[src/rtl/spi_rdid_engine.sv]
// SPI mode-0 master for the M25P16 RDID (0x9F) command; returns the three JEDEC ID bytes.
// The ID registers update only in the DONE cycle, so the display never sees a partial ID.
module spi_rdid_engine #(
  parameter int unsigned CLK_DIV   = 2,
  parameter int unsigned DESEL_CYC = 5
) (
  input  logic       CCLK,
  input  logic       reset,
  input  logic       start,
  input  logic       SPIMISO,
  output logic       SPICLK,
  output logic       SPIMOSI,
  output logic       cs_prom_n,
  output logic       busy,
  output logic       done,
  output logic [7:0] man_id,
  output logic [7:0] mem_type,
  output logic [7:0] mem_cap
);

  localparam logic [7:0] RDID     = 8'h9F;
  localparam logic [7:0] DIV_LAST = 8'(CLK_DIV - 1);
  localparam int         DW       = (DESEL_CYC < 1) ? 1 : $clog2(DESEL_CYC + 1);
  localparam logic [DW-1:0] DESEL_INIT = DW'(DESEL_CYC);

  typedef enum logic [2:0] {IDLE, SETUP, SHIFT, HOLD, DONE} state_t;

  state_t        state, state_nx;
  logic [7:0]    div_cnt, div_cnt_nx;
  logic [4:0]    bit_cnt, bit_cnt_nx;
  logic [4:0]    bit_inc;
  logic [DW-1:0] desel_cnt, desel_cnt_nx;
  logic [23:0]   shadow, shadow_nx;
  logic          sclk_nx, mosi_nx, cs_nx, busy_nx, done_nx;
  logic [7:0]    man_nx, type_nx, cap_nx;
  logic          div_end;

  assign div_end = (div_cnt == DIV_LAST);
  assign bit_inc = bit_cnt + 5'd1;

  always_comb begin
    state_nx     = state;
    div_cnt_nx   = div_cnt;
    bit_cnt_nx   = bit_cnt;
    desel_cnt_nx = desel_cnt;
    shadow_nx    = shadow;
    sclk_nx      = SPICLK;
    mosi_nx      = SPIMOSI;
    cs_nx        = cs_prom_n;
    busy_nx      = busy;
    done_nx      = 1'b0;
    man_nx       = man_id;
    type_nx      = mem_type;
    cap_nx       = mem_cap;

    // Deselect timer free-runs down to zero; DONE reloads it below.
    if (desel_cnt != '0) desel_cnt_nx = desel_cnt - 1'b1;

    unique case (state)
      IDLE: begin
        if (start && (desel_cnt == '0)) begin
          state_nx   = SETUP;
          div_cnt_nx = '0;
          cs_nx      = 1'b0;
          busy_nx    = 1'b1;
          sclk_nx    = 1'b0;
          mosi_nx    = RDID[7];
        end
      end
      SETUP: begin
        if (div_end) begin
          state_nx   = SHIFT;
          div_cnt_nx = '0;
          bit_cnt_nx = '0;
        end else begin
          div_cnt_nx = div_cnt + 8'd1;
        end
      end
      SHIFT: begin
        div_cnt_nx = div_cnt + 8'd1;
        if (div_end) begin
          div_cnt_nx = '0;
          if (!SPICLK) begin
            // Rising edge: the flash has held MISO stable since the previous fall.
            sclk_nx = 1'b1;
            if (bit_cnt >= 5'd8) shadow_nx = {shadow[22:0], SPIMISO};
          end else if (bit_cnt == 5'd31) begin
            sclk_nx  = 1'b0;
            mosi_nx  = 1'b0;
            state_nx = HOLD;
          end else begin
            sclk_nx    = 1'b0;
            bit_cnt_nx = bit_inc;
            mosi_nx    = (bit_inc < 5'd8) ? RDID[~bit_inc[2:0]] : 1'b0;
          end
        end
      end
      HOLD: begin
        if (div_end) begin
          state_nx     = DONE;
          div_cnt_nx   = '0;
          cs_nx        = 1'b1;
          busy_nx      = 1'b0;
          done_nx      = 1'b1;
          man_nx       = shadow[23:16];
          type_nx      = shadow[15:8];
          cap_nx       = shadow[7:0];
          desel_cnt_nx = DESEL_INIT;
        end else begin
          div_cnt_nx = div_cnt + 8'd1;
        end
      end
      DONE:    state_nx = IDLE;
      default: state_nx = IDLE;
    endcase
  end

  always_ff @(posedge CCLK) begin
    if (reset) begin
      state     <= IDLE;
      div_cnt   <= '0;
      bit_cnt   <= '0;
      desel_cnt <= DESEL_INIT;
      shadow    <= '0;
      SPICLK    <= 1'b0;
      SPIMOSI   <= 1'b0;
      cs_prom_n <= 1'b1;
      busy      <= 1'b0;
      done      <= 1'b0;
      man_id    <= '0;
      mem_type  <= '0;
      mem_cap   <= '0;
    end else begin
      state     <= state_nx;
      div_cnt   <= div_cnt_nx;
      bit_cnt   <= bit_cnt_nx;
      desel_cnt <= desel_cnt_nx;
      shadow    <= shadow_nx;
      SPICLK    <= sclk_nx;
      SPIMOSI   <= mosi_nx;
      cs_prom_n <= cs_nx;
      busy      <= busy_nx;
      done      <= done_nx;
      man_id    <= man_nx;
      mem_type  <= type_nx;
      mem_cap   <= cap_nx;
    end
  end

endmodule

[config.mk]
export PLATFORM = sky130hd
export DESIGN_NAME = spi_rdid_engine
export DESIGN_NICKNAME = d
export VERILOG_FILES = /design/src/rtl/spi_rdid_engine.sv
export SDC_FILE = /design/constraint.sdc
export NUM_CORES = 1
export LEC_CHECK = 0
export BUFFER_PORTS_ARGS = -buffer_cell sky130_fd_sc_hd__buf_2
export CAP_MARGIN = 20
export CORE_MARGIN = 10
export CORE_UTILIZATION = 36
export CTS_CLUSTER_DIAMETER = 150
export CTS_CLUSTER_SIZE = 12
export DETAILED_ROUTE_END_ITERATION = 10
export PLACE_DENSITY = 0.58
export SYNTH_ARGS = -nofsm -noshare
export SYNTH_HDL_FRONTEND = slang
export SYNTH_SLANG_ARGS = --single-unit
[constraint.sdc]
create_clock -name CCLK -period 3.1 [get_ports CCLK]
set_input_delay 0.31 -clock CCLK [delete_from_list [all_inputs] [get_ports CCLK]]
set_output_delay 0.31 -clock CCLK [all_outputs]
set_load 0.02 [all_outputs]
Word-level counts from Yosys, hierarchy flattened
Memory sizes are Yosys's and may differ from the RTL's.
Index checks and enable logic that the tools add are counted.
{ "totals": {"ff_bits": 72, "memories": 1, "rom_bits": 8, "out_inout_bits": 29, "word_cells": 87, "input_bits": 4} }
{ "memory_table": {"columns": ["name", "depth", "word_bits", "rd", "rd_ports_with_merged_regs", "wr", "line", "rtl"], "rows": [
  ["(no name shown)", 8, 1, 1, 0, 0, "94", "mosi_nx = (bit_inc < 5'd8) ? RDID[~bit_inc[2:0]] : 1'b0;"]
]} }
{ "classes": {"mux": 34, "n_bitwise": 3, "eq_ne": 12, "magnitude_cmp": 3, "add_sub_neg": 3, "reduce_logical": 18} }
{ "ops": {"columns": ["operator", "count"], "rows": [
  ["3-bit 2-to-1 mux", 9],
  ["5-bit 2-to-1 mux", 4],
  ["8-bit 2-to-1 mux", 2],
  ["8-bit one-hot mux with 2 select lines", 1],
  ["2-bit != test (second input constant)", 7],
  ["1-bit 2-to-1 mux", 12],
  ["3-bit one-hot mux with 4 select lines", 1],
  ["5-bit one-hot mux with 2 select lines", 1],
  ["8-bit by 1-bit adder with 8-bit output (second input constant)", 1],
  ["8-bit by 1-bit == test with 1-bit output (second input constant)", 1],
  ["1-bit one-hot mux with 2 select lines", 4],
  ["4-bit AND reduction", 2],
  ["2-bit nonzero test", 4],
  ["3-bit by 2-bit == test with 1-bit output (second input constant)", 2],
  ["3-bit zero test", 2],
  ["3-bit AND reduction", 2],
  ["6-bit AND reduction", 1],
  ["5-bit by 1-bit adder with 5-bit output (second input constant)", 1],
  ["5-bit == test (second input constant)", 1],
  ["5-bit by 4-bit >= comparator with 1-bit output (second input constant)", 1],
  ["5-bit by 4-bit < comparator with 1-bit output (second input constant)", 1],
  ["5-bit AND reduction", 1],
  ["3-bit by 4-bit < comparator with 1-bit output (second input constant)", 1],
  ["2-bit AND reduction", 2],
  ["8 further kinds", 9]
]} }

Depth between registers and ports, before layout
Gate-level depths: netlist (run 1).
{ "depth": {"depth_word": 9, "ltp_mapped": 8, "depth_no_buf": 7} }

Worst setup path after synthesis (run 1)
OpenSTA, ideal clock, no wires.
{ "synth_path": {"path_type": "register -> register", "start": "register div_cnt[0]", "end": "register shadow[10]", "arrival_ps": 1974, "path_buffers": 1, "setup_ps": 128, "period_less_slack_ps": 2101, "path_slack_ps": 999, "t_required_ps": 2972, "path_stages_with_launch": 7, "cell_sequence": "dfxtp_1 ha_1 or3b_2 nor4_4 buf_6 mux2i_1 nor2_1"} }
{ "synth_between": {"elab_chain_cells": 2} }
{ "synth_rtl": {"columns": ["element", "line", "rtl"], "rows": [
  ["from (decl)", "29", "logic [7:0] div_cnt, div_cnt_nx;"],
  ["from (signal assigned)", "135", "div_cnt <= div_cnt_nx;"],
  ["8-bit by 1-bit == test with 1-bit output", "38", "assign div_end = (div_cnt == DIV_LAST);"],
  ["4-bit AND reduction (no line)", null, null],
  ["to (signal assigned)", "138", "shadow <= shadow_nx;"],
  ["to (decl)", "33", "logic [23:0] shadow, shadow_nx;"]
]} }
Every way passes these cells.
A chain may end at the register's enable or synchronous reset.

Worst setup path in the final report (run 1)
{ "layout_path": {"start": "register bit_cnt[0]", "end": "register bit_cnt[1]"} }
{ "layout_between": {"elab_chain_cells": 5, "elab_cells_between_ends": 8, "cone_classes": "add/sub (1); eq/ne (2); mux (4); reduce/logical (1)"} }
{ "layout_rtl": {"columns": ["element", "line", "rtl"], "rows": [
  ["from (decl)", "30", "logic [4:0] bit_cnt, bit_cnt_nx;"],
  ["from (signal assigned)", "136", "bit_cnt <= bit_cnt_nx;"],
  ["5-bit by 1-bit adder with 5-bit output", "39", "assign bit_inc = bit_cnt + 5'd1;"],
  ["5-bit 2-to-1 mux", "87", "end else if (bit_cnt == 5'd31) begin"],
  ["5-bit 2-to-1 mux", "83", "if (!SPICLK) begin"],
  ["5-bit 2-to-1 mux", "81", "if (div_end) begin"],
  ["5-bit one-hot mux with 2 select lines", "59", "unique case (state)"]
]} }
Parallel ways exist; a longest one is shown, timed or not. The select of a mux whose other input is x is not followed.

==> results of run 1 <==
-- Yosys cell counts, types with 2 or more instances --
library cell	instances
buf_6	2
ha_1	7
xnor2_1	7
or2_2	3
nand3_1	5
nor3_1	6
nand2_1	11
a22o_1	24
a21o_1	2
nor3b_1	2
or3b_2	2
nor2_1	37
nand2b_1	4
or3_1	2
a211oi_1	6
buf_2	2
clkbuf_1	10
dfxtp_1	72
nor4_1	4
inv_1	10
a21oi_1	8
nand3b_1	2
o21ai_0	6
mux2i_1	26
nor4bb_1	2
nor2b_1	4
and4_1	3
o31ai_1	2
-- layer usage --
metal / GRT usage / share of wire
met1: 0.128 / 0.49
met2: 0.158 / 0.45
met3: 0.0334 / 0.041
met4: 0.0446 / 0.015
met5: 0 / 0
-- per-stage QoR --
| stage | setup slack [ns] | instance area [um2] | power (mW) | hold slack (ns) |
|---|---|---|---|---|
| finish | 0.824 | 3340 | 1.85 | 0.216 |
| global route | 0.567 | 3340 | 1.91 | 0.217 |
| detailed placement | 0.861 | 3120 | 1.05 | 0.438 |
| CTS | 0.816 | 3340 | 1.87 | 0.202 |
| global placement | 0.881 | 3120 | 1.05 | 0.432 |
| floorplan | 0.999 | 2880 | 1.03 | 0.442 |
-- critical path, stage by stage (launching register included) --
cell,delay (ns)
dfxtp_1,0.36
ha_1,0.24
and3_1,0.19
ha_1,0.20
nor4bb_1,0.37
o211ai_1,0.31
or2_2,0.39
a21oi_1,0.14
-- cell families (layout without fill, tap and decap cells) --
logic type | count (synthesis) | after routing | synth area share
AND/OR/NAND/NOR | 94 | 94 | 0.175
AO/OA/AOI/OAI | 55 | 55 | 0.143
buffers and inverters | 25 | 61 | 0.0400
flip-flops | 72 | 72 | 0.500
adder cells (fa/ha/maj) | 7 | 7 | 0.0304
multiplexers | 26 | 26 | 0.0903
XOR/XNOR | 7 | 7 | 0.0213
-- path summary, 6_finish.rpt --
kind,startpoint,endpoint,slack (ns),cells past startpoint
worst min-delay path,SPIMISO,shadow[0]$_SDFFE_PP0P_,0.22,3
worst max-delay path,bit_cnt[0]$_SDFFE_PP0P_,bit_cnt[1]$_SDFFE_PP0P_,0.82,7
worst min register to register,cs_prom_n$_SDFFE_PP1P_,cs_prom_n$_SDFFE_PP1P_,0.45,2
worst max register to register,bit_cnt[0]$_SDFFE_PP0P_,bit_cnt[1]$_SDFFE_PP0P_,0.82,7
-- report_power, final --
group          internal, mW  switching (mW)
Sequential            0.936          0.0113
Clock                 0.454           0.362
Combinational        0.0317          0.0499
Total                  1.42           0.423
-- sequential cells by signal (all words and copies together) (netlist names) --
| name | flops |
|---|---|
| shadow | 24 |
| div_cnt | 8 |
| man_id | 8 |
| mem_cap | 8 |
| mem_type | 8 |
| bit_cnt | 5 |
| desel_cnt | 3 |
| state | 3 |
| SPICLK | 1 |
| SPIMOSI | 1 |
| busy | 1 |
| cs_prom_n | 1 |
| done | 1 |
-- cell type report --
cell class / count / area share
flip-flops and latches: 72 / 0.431
clock inverters: 7 / 0.0285
inverters: 10 / 0.0112
multi-input cells: 189 / 0.399
well taps: 102 / 0.0382
repair buffers: 35 / 0.0547
clock buffers: 9 / 0.0371
-- cell usage in the layout (no fill, tap or decap), types with 7 or more instances in the layout --
| cell type | n |
|---|---|
| dfxtp_1 | 72 |
| nor2_1 | 37 |
| buf_2 | 32 |
| mux2i_1 | 26 |
| a22o_1 | 24 |
| nand2_1 | 11 |
| inv_1 | 10 |
| clkbuf_8 | 9 |
| a21oi_1 | 8 |
| xnor2_1 | 7 |
| ha_1 | 7 |
==> reports/metrics.yaml, run 1 <==
routing:
  vias: 2125
  viasPerCell: 5.01
  drcViolationCount: 0
  wirelength_um: 5840
  wl_per_cell_um: 13.8
  dr.pass1.iters: 4
  drtIter0Drc: 90
  drtAntennaViolNets: 0
synth:
  syn_area_um2: 2880
  syn_nets: 297
  syn_avg_cell_area_um2: 10.1
  async_reset_ff_frac: 0
  yosysUniqueCellTypes: 43
  synth_ff_type: "dfxtp_1"
  synth_seq_cells: 72
  synth_edf_count: 0
  synth_top_cell_by_area: "dfxtp_1"
  seq_area_frac_synth: 0.500
  yosys-top-cells-area: "dfxtp_1 50%, mux2i_1 9.0%, a22o_1 7.3%"
  yosys_warnings: 0
  yosysTopAreaCellShare: 0.500
  synth_cells: 286
sta:
  rsz0062_at_grt: "no"
  finalHoldViolCount: 0
  relSlewSlack: 0.550
  skew_ns: 0.00599
  tightest_slew_ns: 0.674
  report.final.slew_viol_count: 0
  period_minus_slack_ns: 2.28
  fin_crit_sh: 0.734
  setup_tns_ns: 0
  fmax_ghz: 0.439
  setup_viol: 0
power_and_ir_drop:
  ir_drop_uv: 316
  leakagePower_nw: 1.28
  powerDensity_nw_per_um2: 552
grt:
  grt_first_pass_wirelength_um: 10000
  grt_use_total: 0.102
  grt_pass1_vias: 2031
  overflow: 0
  antenna_found_initial: 0
  grt_max_degree: 37
job:
  cap_violations: 0
critical_path:
  worst-path-max-fanout: 7
  crit_arrival_ns: 2.54
  crit_type: "register to register"
  end_kind: "register"
  startpoint_type: "register"
  crit_required_ns: 3.36
cts:
  clock_path_buffers: 2
  post-cts-setup-buffer-count: 0
  ctsHtreeMaxLevel: 3
  clkLatencyLatePin_ns: 0.34
  hold_buffers: 0
  clkTransAtPathRegs_ns: 0.08
  cts_buffers: 9
  cts.sink_count: 72
  cts_root_buffer: "clkbuf_8"
  cts_tree: "built"
  cts_resized: 0
placed_design:
  dpl.cell_count: 408
  port_buffers: 32
  globalplace.congestion: 0.793
  hpwl_um: 3850
finish:
  nFillCells: 788
  drive_gt1_frac: 0.183
  final_nets: 328
  ff_latch_area_um2: 1440
  area.growth.synth_to_final_pct: 15.9
  layout.cells.non_filler: 424
  utilization: 0.430
  diodes: 0
  multiInputGateArea_um2: 1330
floorplanning:
  die-width_um: 109
  boundaryPins: 33
  start_util: 0.371
  rows: 32
  coreArea_um2: 7770
  die_y_um: 109
  die_area_um2: 12000
hold_path:
  hold_class: "primary input to register"
status:
  outcome: "complete, no violations"
Note: power is estimated with default switching activity, not from simulation.
==> inputs of run 2 (changes only) <==
- PLACE_DENSITY: 0.58 -> 0.6
- clock period: 3.1 -> 1.9 ns (I/O delays scaled with it)
==> reports/metrics.yaml, run 2 (same netlist as run 1, synthesis figures left out) <==
finish:
  utilization: 0.476  # +0.0462
  area.growth.synth_to_final_pct: 28.4
  diodes: 0  # unchanged
  top_register: "shadow"
  final_cell_mix: "67 x dfxtp_1, 37 x nor2_1, 32 x buf_2"
  nFillCells: 757  # -3.9%
  final_common_cell: "dfxtp_1"
  layout.cells.non_filler: 453  # +6.8%
  final_nets: 357  # +8.8%
  drive_gt1_frac: 0.288  # +0.105
  multiInputGateArea_um2: 1410  # +5.7%
  largest_register_ffs: 24  # unchanged
  ff_latch_area_um2: 1450  # +0.43%
power_and_ir_drop:
  net-switching-power_mw: 0.672  # +59%
  p_clk_frac: 0.412  # -0.030
  ir_drop_uv: 667  # +110%
  power_frac_seq: 0.529  # +0.016
  leakagePower_nw: 1.44  # +12%
  p_int_mw: 2.25  # +58%
  powerDensity_nw_per_um2: 788  # +43%
  combPwrFrac: 0.059  # +0.015
  p_sw_frac: 0.230  # +0.00107
critical_path:
  crit_required_ns: 2.12  # -1.24 ns
  r2r-end: "shadow[0]$_SDFFE_PP0P_"
  crit_type: "register to register"
  crit_path_max_incr_delay_ns: 0.56  # +0.17 ns
  crit_arrival_ns: 2.10  # -0.44 ns
  crit_buf_inv: 2  # +2
  startpoint_type: "register"
  critPathTopFamily: "simple AND/OR/NAND/NOR gates"
  reg2reg_from: "div_cnt[4]$_SDFFE_PP0P_"
  r2r_slack_ns: 0.03  # -0.80 ns
  worst-path-max-fanout: 6  # -1
  critPathLaunch: "div_cnt[4]$_SDFFE_PP0P_"
  end_kind: "register"
  cpMaxStageDelayCell: "or4_4"
  r2r_cells: 6  # -1
  cp.depth: 6  # -1
  endpoint: "shadow[0]$_SDFFE_PP0P_"
  path_cells: "or4_4, nor4_4, buf_6, clkbuf_16, mux2i_1, nor2_1"
sta:
  tightest_slew_ns: 0.509  # -0.165 ns
  finalHoldViolCount: 0  # unchanged
  relSlewSlack: 0.660  # +0.109
  fmax_ghz: 0.534  # +21%
  setup_tns_ns: 0  # unchanged
  report.final.slew_viol_count: 0  # unchanged
  fin_crit_sh: 0.986  # +0.252
  setup_viol: 0  # unchanged
  skew_ns: 0.00810  # +0.00211 ns
  hold_ws_ns: 0.132  # -0.0846 ns
  rsz0062_at_grt: "yes"
  period_minus_slack_ns: 1.87  # -0.403 ns
  setup_ws_ns: 0.0264  # -0.797 ns
hold_path:
  hold_class: "primary input to register"
routing:
  vias: 2238  # +5.3%
  drcViolationCount: 0  # unchanged
  viasPerCell: 4.94  # -1.4%
  wl_per_cell_um: 14.1  # +2.7%
  dr.pass1.iters: 4  # unchanged
  drtIter0Drc: 60  # -33%
  wirelength_um: 6410  # +9.7%
  drtAntennaViolNets: 0  # unchanged
placed_design:
  hpwl_um: 4230  # +9.9%
  globalplace.congestion: 0.814  # +2.6%
  dpl.cell_count: 429  # +5.1%
  preCtsSetupSlack_ns: -0.103  # -0.964 ns
  port_buffers: 32  # unchanged
grt:
  antenna_found_initial: 0  # unchanged
  grt_first_pass_wirelength_um: 10400  # +3.5%
  overflow: 0  # unchanged
  use_met1: 0.131  # +0.00278
  grtUsageMet2: 0.167  # +0.00894
  grt_pass1_vias: 2176  # +7.1%
  grt_max_degree: 30  # -19%
  grt_use_total: 0.107  # +0.00424
  grtUsageMet3: 0.0404  # +0.00702
  busiest_layer: "met2"
cts:
  hold_buffers: 0  # unchanged
  clkTransAtPathRegs_ns: 0.08  # about the same
  cts_root_buffer: "clkbuf_8"
  clkLatencyLatePin_ns: 0.34  # about the same
  clock_path_buffers: 2  # unchanged
  cts_buffers: 9  # unchanged
  cts.sink_count: 72  # unchanged
  ctsHtreeMaxLevel: 3  # unchanged
  cts_tree: "built"
floorplanning:
  rows: 32  # unchanged
  die_area_um2: 12000  # unchanged
  coreArea_um2: 7770  # unchanged
  start_util: 0.371  # unchanged
  boundaryPins: 33  # unchanged
  die_y_um: 109  # unchanged
  die-width_um: 109  # unchanged
job:
  cap_violations: 0  # unchanged
status:
  outcome: "complete, no violations"
==> run 2: changes by cell type in the layout (fill, tap and decap cells not counted), sizes merged <==
cell,delta
clkbuf,+4
buf,+27
inv,-1
bufinv,-1
==> run 2: per-layer routing <==
metal | vias to the layer above | wire [um]
li1 | 1141 | -
met1 | 1053 | 3010
met2 | 38 | 3000
met3 | 6 | 318
met4 | 0 | 76
met5 | - | 0
==> run 2: cell type report <==
cell class / instances / area share
clock buffer: 11 / 0.0382
clock inverter: 5 / 0.0152
inverter: 10 / 0.0101
multi-input combinational: 189 / 0.381
sequential: 72 / 0.391
tap: 102 / 0.0345
timing repair buffer: 64 / 0.130
==> run 2: worst min path at each step <==
stage / slack [ns] / start / depth (start not counted) / end
6_report: 0.13 / SPIMISO / 3 / shadow[0]$_SDFFE_PP0P_
4_1_cts: 0.11 / SPIMISO / 3 / shadow[0]$_SDFFE_PP0P_
3_3_place_gp: 0.43 / cs_prom_n$_SDFFE_PP1P_ / 2 / cs_prom_n$_SDFFE_PP1P_
2_1_floorplan: 0.34 / SPIMISO / 2 / shadow[0]$_SDFFE_PP0P_
3_5_place_dp: 0.45 / cs_prom_n$_SDFFE_PP1P_ / 2 / cs_prom_n$_SDFFE_PP1P_
5_1_grt: 0.13 / SPIMISO / 3 / shadow[0]$_SDFFE_PP0P_
==> run 2: power groups by stage <==
stage / logic (mW) / clock network, mW / registers [mW]
4_1_cts: 0.169 / 1.23 / 1.54
6_report: 0.172 / 1.20 / 1.54
5_1_grt: 0.190 / 1.28 / 1.55
2_1_floorplan: 0.104 / 0 / 1.58
3_5_place_dp: 0.167 / 0 / 1.58
3_3_place_gp: 0.165 / 0 / 1.58
==> run 2: worst min-delay path, cell delays in order <==
cell     delay, ns
buf_2         0.09
mux2i_1       0.06
nor2_1        0.09
==> run 2: repair_timing <==
item                                    4_1_cts  5_1_grt
pin swaps                                     3       19
endpoints found under the setup margin       28       52
gates cloned                                  0        3
gates resized for setup                       5       12
setup buffers                                 3        2
==> run 2: metrics by stage <==
stage,power [mW],cell area (um2)
2_1_floorplan,1.69,2890
3_3_place_gp,1.74,3330
3_5_place_dp,1.75,3330
4_1_cts,2.94,3570
5_1_grt,3.02,3700
6_report,2.92,3700
==> inputs of run 3 (changes only) <==
- CELL_PAD_IN_SITES_DETAIL_PLACEMENT: default -> 0
- CELL_PAD_IN_SITES_GLOBAL_PLACEMENT: default -> 1
- PLACE_DENSITY: 0.6 -> 0.72
==> reports/metrics.yaml, run 3 (same netlist as run 1, synthesis figures left out) <==
status:
  outcome: "finished, violations left"
  violations: "negative setup slack"
cts:
  cts_root_buffer: "clkbuf_8"
  hold_buffers: 0  # unchanged
  clkTransAtPathRegs_ns: 0.09  # about the same
  cts_tree: "built"
  clock_path_buffers: 2  # unchanged
  cts.sink_count: 72  # unchanged
  clkLatencyLatePin_ns: 0.35  # about the same
  cts_buffers: 9  # unchanged
  ctsHtreeMaxLevel: 3  # unchanged
power_and_ir_drop:
  p_int_mw: 2.49  # +11%
  powerDensity_nw_per_um2: 854  # +8.3%
  net-switching-power_mw: 0.732  # +9.0%
  p_clk_frac: 0.468  # +0.056
  ir_drop_uv: 441  # -34%
  power_frac_seq: 0.478  # -0.051
  combPwrFrac: 0.054  # -0.005
  leakagePower_nw: 1.47  # +2.5%
  p_sw_frac: 0.227  # -0.00319
  power.total_mw: 3.22  # +11%
floorplanning:
  coreArea_um2: 7770  # unchanged
  die-width_um: 109  # unchanged
  die_y_um: 109  # unchanged
  boundaryPins: 33  # unchanged
  rows: 32  # unchanged
  die_area_um2: 12000  # unchanged
  start_util: 0.371  # unchanged
finish:
  nFillCells: 743  # -1.8%
  area.growth.synth_to_final_pct: 31.0
  diodes: 0  # unchanged
  utilization: 0.486  # +0.00983
  largest_register_ffs: 24  # unchanged
  final_nets: 359  # +0.56%
  final_cell_mix: "68 x dfxtp_1, 37 x nor2_1, 32 x buf_2"
  top_register: "shadow"
  layout.cells.non_filler: 455  # +0.44%
  final_common_cell: "dfxtp_1"
  drive_gt1_frac: 0.295  # +0.00687
grt:
  grt_pass1_vias: 2162  # -0.64%
  grt_max_degree: 30  # unchanged
  grt_use_total: 0.111  # +0.00463
  overflow: 0  # unchanged
  grt_first_pass_wirelength_um: 10700  # +2.8%
  antenna_found_initial: 0  # unchanged
routing:
  wl_per_cell_um: 14.4  # +1.9%
  vias: 2291  # +2.4%
  dr.pass1.iters: 4  # unchanged
  drcViolationCount: 0  # unchanged
  drtAntennaViolNets: 0  # unchanged
  drtIter0Drc: 77  # +28%
  wirelength_um: 6560  # +2.3%
  viasPerCell: 5.04  # +1.9%
placed_design:
  preCtsSetupSlack_ns: -0.0259  # +0.0772 ns
  globalplace.congestion: 0.806  # -0.93%
  hpwl_um: 4180  # -1.3%
  dpl.cell_count: 433  # +0.93%
  port_buffers: 32  # unchanged
hold_path:
  hold_class: "primary input to register"
  hold_path.startpoint: "SPIMISO"
critical_path:
  worst-path-max-fanout: 6  # unchanged
  crit_required_ns: 2.14  # +0.02 ns
  startpoint_type: "register"
  critPathLaunch: "div_cnt[3]$_SDFFE_PP0P_"
  reg2reg_from: "div_cnt[3]$_SDFFE_PP0P_"
  crit_type: "register to register"
  end_kind: "register"
  crit_arrival_ns: 2.14  # +0.04 ns
sta:
  fin_crit_sh: 1.00  # +0.0172
  fmax_ghz: 0.525  # -1.7%
  report.final.slew_viol_count: 0  # unchanged
  relSlewSlack: 0.670  # +0.0105
  period_minus_slack_ns: 1.91  # +0.0327 ns
  tightest_slew_ns: 0.494  # -0.0158 ns
  rsz0062_at_grt: "yes"
  skew_ns: 0.00815  # +0.0000572 ns
  finalHoldViolCount: 0  # unchanged
  setup_ws_ns: -0.00634  # -0.0327 ns
  setup_viol: 1  # +1
job:
  cap_violations: 0  # unchanged
==> run 3: area by class of cell <==
| cell class | instances | area [um2] | share of cell area |
|---|---|---|---|
| sequential | 72 | 1450 | 0.383 |
| multi-input combinational | 189 | 1420 | 0.376 |
| timing repair buffer | 66 | 495 | 0.131 |
| inverter | 10 | 37.5 | 0.00994 |
| clock inverter | 7 | 126 | 0.0335 |
| clock buffer | 9 | 124 | 0.0328 |
| tap | 102 | 128 | 0.0338 |
==> run 3: power by group through the flow <==
stage	logic (mW)	clock network (mW)	registers, mW
finish	0.173	1.51	1.54
global route	0.196	1.61	1.55
CTS	0.170	1.55	1.54
detailed placement	0.168	0	1.58
global placement	0.165	0	1.58
floorplan	0.104	0	1.58
==> run 3: through the flow <==
stage / area (um2) / hold slack (ns) / TNS (ns)
6_report: 3780 / 0.105 / -0.00634
5_1_grt: 3780 / 0.0911 / -0.878
4_1_cts: 3620 / 0.0786 / -0.516
3_5_place_dp: 3360 / 0.436 / -0.0483
3_3_place_gp: 3360 / 0.433 / 0
2_1_floorplan: 2890 / 0.337 / -1.30
==> run 3: per-layer routing <==
layer,wire length (um),share of wire,global-route usage,up-vias
met5,0,0,0,-
met4,95,0.014,0.0502,0
met3,268,0.041,0.0339,8
met2,2950,0.45,0.164,43
met1,3240,0.49,0.146,1092
li1,-,-,-,1148
==> run 3: path summary, 6_finish.rpt <==
check,slack (ns),cells past startpoint,end
worst min register to register,0.45,1,busy$_SDFFE_PP0P_
worst max register to register,-0.006,6,shadow[3]$_SDFFE_PP0P_
worst max-delay path,-0.006,6,shadow[3]$_SDFFE_PP0P_
worst min-delay path,0.11,3,shadow[0]$_SDFFE_PP0P_
==> run 3: repair_timing <==
action	CTS	global route
setup endpoints to repair	27	52
gates cloned	0	3
gates resized for setup	1	17
buffers inserted	0	3
pin swaps	1	15
==> run 3: worst max-delay path: stages (launching register included) <==
cell and delay [ns]:
dfxtp_2 0.34, or4_4 0.54, nor4_4 0.31, buf_6 0.18, clkbuf_16 0.16, mux2i_1 0.19
nor2_1 0.06
